File: config.mk
export PLATFORM = sky130hd
export DESIGN_NAME = cpu_run_controller
export DESIGN_NICKNAME = d
export VERILOG_FILES = /design/src/rtl/cpu_ctrl_pkg.sv /design/src/rtl/ctrl_out_reg.sv /design/src/rtl/cpu_run_controller.sv
export SDC_FILE = /design/constraint.sdc
export NUM_CORES = 1
export LEC_CHECK = 0
export ABC_AREA = 1
export CAP_MARGIN = 20
export CORE_ASPECT_RATIO = 0.6
export CORE_MARGIN = 2
export CORE_UTILIZATION = 53
export CTS_BUF_LIST = sky130_fd_sc_hd__clkbuf_4 sky130_fd_sc_hd__clkbuf_8
export DETAILED_ROUTE_END_ITERATION = 16
export PLACE_DENSITY = 0.85
export SYNTH_ARGS = -nofsm -noshare
export SYNTH_HDL_FRONTEND = slang
export SYNTH_HIERARCHICAL = 1
export SYNTH_SLANG_ARGS = --single-unit
export TNS_END_PERCENT = 10
File: constraint.sdc
create_clock -name clock -period 2.6 [get_ports clock]
set_clock_uncertainty 0.1 [all_clocks]
set_input_delay 0.52 -clock clock [delete_from_list [all_inputs] [get_ports clock]]
set_output_delay 0.52 -clock clock [all_outputs]
set_load 0.005 [all_outputs]
File: src/rtl/cpu_ctrl_pkg.sv
// Shared encodings for the CPU debug interface and the run-controller state machine.
package cpu_ctrl_pkg;

    localparam logic [1:0] RUN_MODE    = 2'd0;
    localparam logic [1:0] RESET_MODE  = 2'd1;
    localparam logic [1:0] UPLOAD_MODE = 2'd2;
    localparam logic [1:0] STATUS_MODE = 2'd3;

    localparam logic [1:0] STAT_ALLOK  = 2'd0;
    localparam logic [1:0] STAT_BUBBLE = 2'd1;
    localparam logic [1:0] STAT_STALL  = 2'd2;
    localparam logic [1:0] STAT_STOP   = 2'd3;

    typedef enum logic [3:0] {
        ST_IDLE,
        ST_HOLD,
        ST_RUN,
        ST_MEM_ADDR,
        ST_MEM_CAP,
        ST_MEM_WAIT,
        ST_REG_ADDR,
        ST_REG_CAP,
        ST_REG_WAIT
    } ctrl_state_e;

endpackage

File: src/rtl/ctrl_out_reg.sv
// Single-entry output register for the dump stream; holds a word until the sink accepts it.
module ctrl_out_reg #(
    parameter int DATA_W = 32
) (
    input  logic              clock,
    input  logic              reset_n,
    input  logic              clear,
    input  logic              load,
    input  logic [DATA_W-1:0] load_data,
    input  logic              load_kind,
    input  logic              load_last,
    input  logic              out_ready,
    output logic              out_valid,
    output logic [DATA_W-1:0] out_data,
    output logic              out_kind,
    output logic              out_last
);

    always_ff @(posedge clock or negedge reset_n) begin
        if (!reset_n) begin
            out_valid <= 1'b0;
            out_data  <= '0;
            out_kind  <= 1'b0;
            out_last  <= 1'b0;
        end else if (clear) begin
            out_valid <= 1'b0;
        end else if (load) begin
            out_valid <= 1'b1;
            out_data  <= load_data;
            out_kind  <= load_kind;
            out_last  <= load_last;
        end else if (out_valid && out_ready) begin
            out_valid <= 1'b0;
        end
    end

endmodule

File: src/rtl/cpu_run_controller.sv
// Session sequencer: reset the CPU, run it to STOP or a cycle limit, then stream out
// main memory followed by the register file over a valid/ready link.
module cpu_run_controller
    import cpu_ctrl_pkg::*;
#(
    parameter int MEM_WORDS    = 512,
    parameter int REG_COUNT    = 32,
    parameter int RESET_CYCLES = 2,
    parameter int MAX_CYCLES   = 0,
    parameter int CYCLE_W      = 32
) (
    input  logic               clock,
    input  logic               reset_n,
    input  logic               start,
    output logic               busy,
    output logic               done,
    output logic               timed_out,
    output logic [CYCLE_W-1:0] n_cycle,
    output logic [1:0]         cpu_mode,
    output logic [31:0]        cpu_udaddr,
    input  logic [31:0]        cpu_odata,
    input  logic [1:0]         cpu_stat,
    output logic               out_valid,
    input  logic               out_ready,
    output logic [31:0]        out_data,
    output logic               out_kind,
    output logic               out_last
);

    localparam int IDX_N  = (MEM_WORDS > REG_COUNT) ? MEM_WORDS : REG_COUNT;
    localparam int IDX_W  = (IDX_N > 1) ? $clog2(IDX_N) : 1;
    localparam int HOLD_W = (RESET_CYCLES > 1) ? $clog2(RESET_CYCLES) : 1;

    ctrl_state_e        state, state_d;
    logic [IDX_W-1:0]   idx, idx_d;
    logic [HOLD_W-1:0]  hold_cnt, hold_d;
    logic [CYCLE_W-1:0] ncyc_d;
    logic               tout_d, done_d;
    logic               load, load_kind, load_last, clear;
    logic               hs;

    assign busy = (state != ST_IDLE);
    assign hs   = out_valid && out_ready;

    always_ff @(posedge clock or negedge reset_n) begin
        if (!reset_n) begin
            state     <= ST_IDLE;
            idx       <= '0;
            hold_cnt  <= '0;
            n_cycle   <= '0;
            timed_out <= 1'b0;
            done      <= 1'b0;
        end else begin
            state     <= state_d;
            idx       <= idx_d;
            hold_cnt  <= hold_d;
            n_cycle   <= ncyc_d;
            timed_out <= tout_d;
            done      <= done_d;
        end
    end

    always_comb begin
        state_d    = state;
        idx_d      = idx;
        hold_d     = hold_cnt;
        ncyc_d     = n_cycle;
        tout_d     = timed_out;
        done_d     = 1'b0;
        load       = 1'b0;
        load_kind  = 1'b0;
        load_last  = 1'b0;
        clear      = 1'b0;
        cpu_mode   = RESET_MODE;
        cpu_udaddr = '0;
        case (state)
            ST_IDLE: begin
                if (start) begin
                    ncyc_d  = '0;
                    tout_d  = 1'b0;
                    hold_d  = '0;
                    idx_d   = '0;
                    clear   = 1'b1;
                    state_d = ST_HOLD;
                end
            end
            ST_HOLD: begin
                if (hold_cnt == HOLD_W'(RESET_CYCLES - 1)) state_d = ST_RUN;
                else hold_d = hold_cnt + 1'b1;
            end
            ST_RUN: begin
                cpu_mode = RUN_MODE;
                // STOP is checked first so a simultaneous limit hit is not reported as a timeout
                if (cpu_stat == STAT_STOP) begin
                    idx_d   = '0;
                    state_d = ST_MEM_ADDR;
                end else if ((MAX_CYCLES != 0) && (n_cycle == CYCLE_W'(MAX_CYCLES))) begin
                    tout_d  = 1'b1;
                    idx_d   = '0;
                    state_d = ST_MEM_ADDR;
                end else if (n_cycle != '1) begin
                    ncyc_d = n_cycle + 1'b1;
                end
            end
            ST_MEM_ADDR: begin
                cpu_mode   = UPLOAD_MODE;
                cpu_udaddr = 32'(idx);
                state_d    = ST_MEM_CAP;
            end
            ST_MEM_CAP: begin
                cpu_mode   = UPLOAD_MODE;
                cpu_udaddr = 32'(idx);
                load       = 1'b1;
                state_d    = ST_MEM_WAIT;
            end
            ST_MEM_WAIT: begin
                cpu_mode   = UPLOAD_MODE;
                cpu_udaddr = 32'(idx);
                if (hs) begin
                    if (idx == IDX_W'(MEM_WORDS - 1)) begin
                        idx_d   = '0;
                        state_d = ST_REG_ADDR;
                    end else begin
                        idx_d   = idx + 1'b1;
                        state_d = ST_MEM_ADDR;
                    end
                end
            end
            ST_REG_ADDR: begin
                cpu_mode   = STATUS_MODE;
                cpu_udaddr = 32'(idx) << 2;
                state_d    = ST_REG_CAP;
            end
            ST_REG_CAP: begin
                cpu_mode   = STATUS_MODE;
                cpu_udaddr = 32'(idx) << 2;
                load       = 1'b1;
                load_kind  = 1'b1;
                load_last  = (idx == IDX_W'(REG_COUNT - 1));
                state_d    = ST_REG_WAIT;
            end
            ST_REG_WAIT: begin
                cpu_mode   = STATUS_MODE;
                cpu_udaddr = 32'(idx) << 2;
                if (hs) begin
                    if (idx == IDX_W'(REG_COUNT - 1)) begin
                        done_d  = 1'b1;
                        state_d = ST_IDLE;
                    end else begin
                        idx_d   = idx + 1'b1;
                        state_d = ST_REG_ADDR;
                    end
                end
            end
            default: state_d = ST_IDLE;
        endcase
    end

    ctrl_out_reg #(.DATA_W(32)) u_out (
        .clock     (clock),
        .reset_n   (reset_n),
        .clear     (clear),
        .load      (load),
        .load_data (cpu_odata),
        .load_kind (load_kind),
        .load_last (load_last),
        .out_ready (out_ready),
        .out_valid (out_valid),
        .out_data  (out_data),
        .out_kind  (out_kind),
        .out_last  (out_last)
    );

endmodule
==> summary.md <==
| Metric | Value |
|---|---|
| RR Endpoint | n_cycle[9]$_DFFE_PN0P_ |
| CP arrival | 1.94 ns |
| H-tree Lvls | 3 |
| Cts hold-fix bufs | 0 |
| Antenna viol nets, final | 0 |
| Internal power | 1.79 mW |
| Min-Delay Path Class | in -> async |
| Post-Synth Simple-Gate Area | 0.367 |
| Average wire per standard cell | 14.4 um |
| Placer congestion estimate | 0.985 |
| Sink Count | 82 |
| Share of Yosys cell area claimed by the top area cell type | 0.416 |
| Adder-Cell Fraction of Synth Area | 0.00760 |
| Area Overhead vs Synth | 30.1% |
| Clock Power Share | 0.418 |
| Post-synthesis cell count | 666 |
| First-pass GRT wire length | 21.5 mm |
| Clk_lat worst skew | 0.36 ns |
| Commonest non-fill, non-tap cell in the layout | nand2_1 |
| Core ar. | 0.00912 mm^2 |
| # setup viols final | 0 |
| M1 GR Usage | 0.386 |
| Post-DP HPWL | 9.54 mm |
| Post-Route WL | 13.1 mm |
| Total track usage | 0.268 |
| Post-synthesis xor/xnor area fraction | 0.0302 |
| Status | finished clean |
| Clock root cell | clkbuf_8 |
| Slew Limit Fails | 0 |
| Worst-path maximum fanout | 5 |
| CTS tree | built |
| Worst R2R Path Depth | 10 |
| Largest family of logic cells by synthesized area | simple AND/OR/NAND/NOR gates |
| Via count | 4746 |
| IO Port Bufs | 119 |
| Pin count of the biggest net entering global routing | 46 |
| Setup TNS | 0 ns |
| Mean post-synth cell area | 7.41 um^2 |
| CTS max path bufs | 2 |
| DP Cell Count | 890 |
| Die width | 129 um |
| Critical Path RT | 1.98 ns |
| Max-cap violations | 0 |
| Die Height | 78.8 um |
| Reg2reg setup slack | 0.32 ns |
| Inserted Diodes | 0 |
| GRT overflow | 0 |
| Vias in the first global route | 4415 |
| Fill cells | 739 |
| CP Capture Type | primary output |
| Layout cells sized above 1 | 0.117 |
| Final min period | 2.56 ns |
| Synth area leaders | dfrtp_1 42%, nand2_1 19%, nand3_1 7.2% |
| CP startpoint kind | flip-flop |
| Mux contribution to synthesized area | 0 |
| Net count, final | 833 |
| Post-route DRC | 0 |
| Initial antenna violation count | 0 |
| Sequential share of power | 0.543 |
| Mapped Area | 0.00494 mm^2 |
| F_max | 391 MHz |
| IO Pins | 142 |
| Synth Area in Compound Gates | 0.0707 |
| Netlist cell types | 35 |
| Synth Register Bits | 82 |
| Post-synth top area cell | dfrtp_1 |
| Worst VDD drop | 0.289 mV |
| Gr busiest metal | met2 |
| Rows | 27 |
| PD cells | 366 mW/mm^2 |
| Switching Fraction | 0.239 |
| DR iter-0 viols | 343 |
| Seq/Total Area, Yosys | 0.416 |
| Fin crit share | 0.984 |
| Total die area | 0.0101 mm^2 |
| Sw Pwr | 0.560 mW |
| Crit Path Class | reg -> out |
| CTS Buf Count | 9 |
| RSZ-0062 raised after global routing | true |
| Met2 Use GR | 0.398 |
| Lkg Pwr | 2.97 nW |
| Reg2reg start | n_cycle[0]$_DFFE_PN0P_ |
| Syn. warnings | 6 |
| Initial Utilization | 0.541 |
| Final hold viol count | 0 |
| Met3 usage in global routing | 0.0863 |
| Commonest cells after routing, fill and taps aside | 256 x nand2_1, 109 x clkdlybuf4s50_1, 79 x dfrtp_1 |
| TritonRoute pass-1 iters | 6 |
| Via/cell ratio | 5.20 |
| Post-Layout Cell Count | 913 |
| Logic pwr share | 0.039 |
| Worst-path clk slew | 0.09 ns |
==> layout make-up <==
type / count / area [um^2] / area share
timing repair inverter: 1 / 6.26 / 0.000974
tap: 116 / 145 / 0.0226
clock inverter: 7 / 83.8 / 0.0131
sequential: 82 / 2060 / 0.320
timing repair buffer: 131 / 1300 / 0.203
clock buffer: 9 / 124 / 0.0193
inverter: 55 / 214 / 0.0333
multi-input combinational: 512 / 2490 / 0.387
==> cell usage after synthesis <==
| cell type | n |
|---|---|
| a21oi_1 | 2 |
| inv_1 | 50 |
| nand4_1 | 2 |
| o2111ai_1 | 1 |
| inv_2 | 3 |
| or2_0 | 1 |
| o21bai_1 | 1 |
| xnor2_1 | 7 |
| nor3_1 | 2 |
| ha_1 | 3 |
| nand2_2 | 10 |
| nand2_8 | 1 |
| nor2_4 | 3 |
| buf_8 | 2 |
| clkinv_1 | 1 |
| nand3b_1 | 1 |
| nand3_1 | 71 |
| inv_4 | 1 |
| nand2_4 | 1 |
| conb_1 | 1 |
| buf_4 | 28 |
| o21ai_0 | 12 |
| o22ai_1 | 7 |
| nand3_2 | 1 |
| dfrtp_1 | 82 |
| nor2_1 | 68 |
| buf_6 | 7 |
| nor3b_4 | 1 |
| xor2_1 | 10 |
| o21ai_2 | 24 |
| a21oi_2 | 1 |
| nor2_2 | 2 |
| nand2_1 | 256 |
| nand3_4 | 2 |
| buf_2 | 1 |
==> layer usage <==
metal  vias up  part of all wire
li1       2302                 -
met1      2238              0.45
met2       189              0.45
met3        17             0.095
met4         0            0.0099
met5         -                 0
==> cells by family (layout without fill, tap and decap cells) <==
kind of cell	Yosys count	in the layout
XOR/XNOR	17	17
AND/OR/NAND/NOR	422	422
flip-flops	82	82
AO/OA/AOI/OAI	48	48
buffers and inverters	93	203
other	1	22
adder cells (fa/ha/maj)	3	3
==> state kept, by name, summed over array words and instances, names as in the netlist <==
register / cells
n_cycle: 32
u_out/out_data: 32
idx: 9
state: 4
done: 1
hold_cnt: 1
u_out/out_kind: 1
u_out/out_last: 1
u_out/out_valid: 1
==> what timing repair did <==
item	4_1_cts	5_1_grt
resized for setup	20	11
endpoints found under the setup margin	12	9
gates cloned	1	0
pin swaps	1	2
buffers inserted	4	2
==> power groups by stage <==
| stage | logic, mW | clock network (mW) | registers (mW) |
|---|---|---|---|
| 3_3_place_gp | 0.0929 | 0 | 1.30 |
| 3_5_place_dp | 0.0939 | 0 | 1.30 |
| 5_1_grt | 0.105 | 1.06 | 1.27 |
| 2_1_floorplan | 0.0322 | 0 | 1.30 |
| 6_report | 0.0926 | 0.981 | 1.27 |
| 4_1_cts | 0.0942 | 1.00 | 1.27 |
==> critical path, cell delays in order (launching register included) <==
cell	delay [ns]
dfrtp_1	0.40
buf_4	0.15
nor2_4	0.11
nand3_2	0.12
o21ai_4	0.14
inv_4	0.07
nor2_1	0.09
clkdlybuf4s50_1	0.50
==> stage by stage <==
step / cell area, um^2 / setup WS [ns] / util / power [mW] / hold WS [ns]
floorplan: 5010 / 0.614 / - / 1.33 / 0.124
global placement: 6100 / 0.104 / 0.669 / 1.39 / 0.354
detailed placement: 6100 / -0.0161 / 0.669 / 1.39 / 0.357
CTS: 6370 / -0.0787 / 0.699 / 2.37 / 0.0239
global route: 6420 / -0.0637 / 0.704 / 2.44 / 0.0380
finish: 6420 / 0.0421 / 0.704 / 2.35 / 0.0109
==> worst max-delay path by stage <==
stage                          from       endpoint  slack (ns)  cells past startpoint
3_3_place_gp   state[3]$_DFFE_PN0P_  cpu_udaddr[8]        0.10                      6
2_1_floorplan  state[3]$_DFFE_PN0P_  cpu_udaddr[2]        0.61                      5
3_5_place_dp   state[3]$_DFFE_PN0P_  cpu_udaddr[5]       -0.02                      6
5_1_grt        state[2]$_DFFE_PN0P_  cpu_udaddr[0]       -0.06                      7
6_report       state[2]$_DFFE_PN0P_  cpu_udaddr[0]        0.04                      7
4_1_cts        state[2]$_DFFE_PN0P_  cpu_udaddr[6]       -0.08                      7
Note: power is estimated with default switching activity, not from simulation.
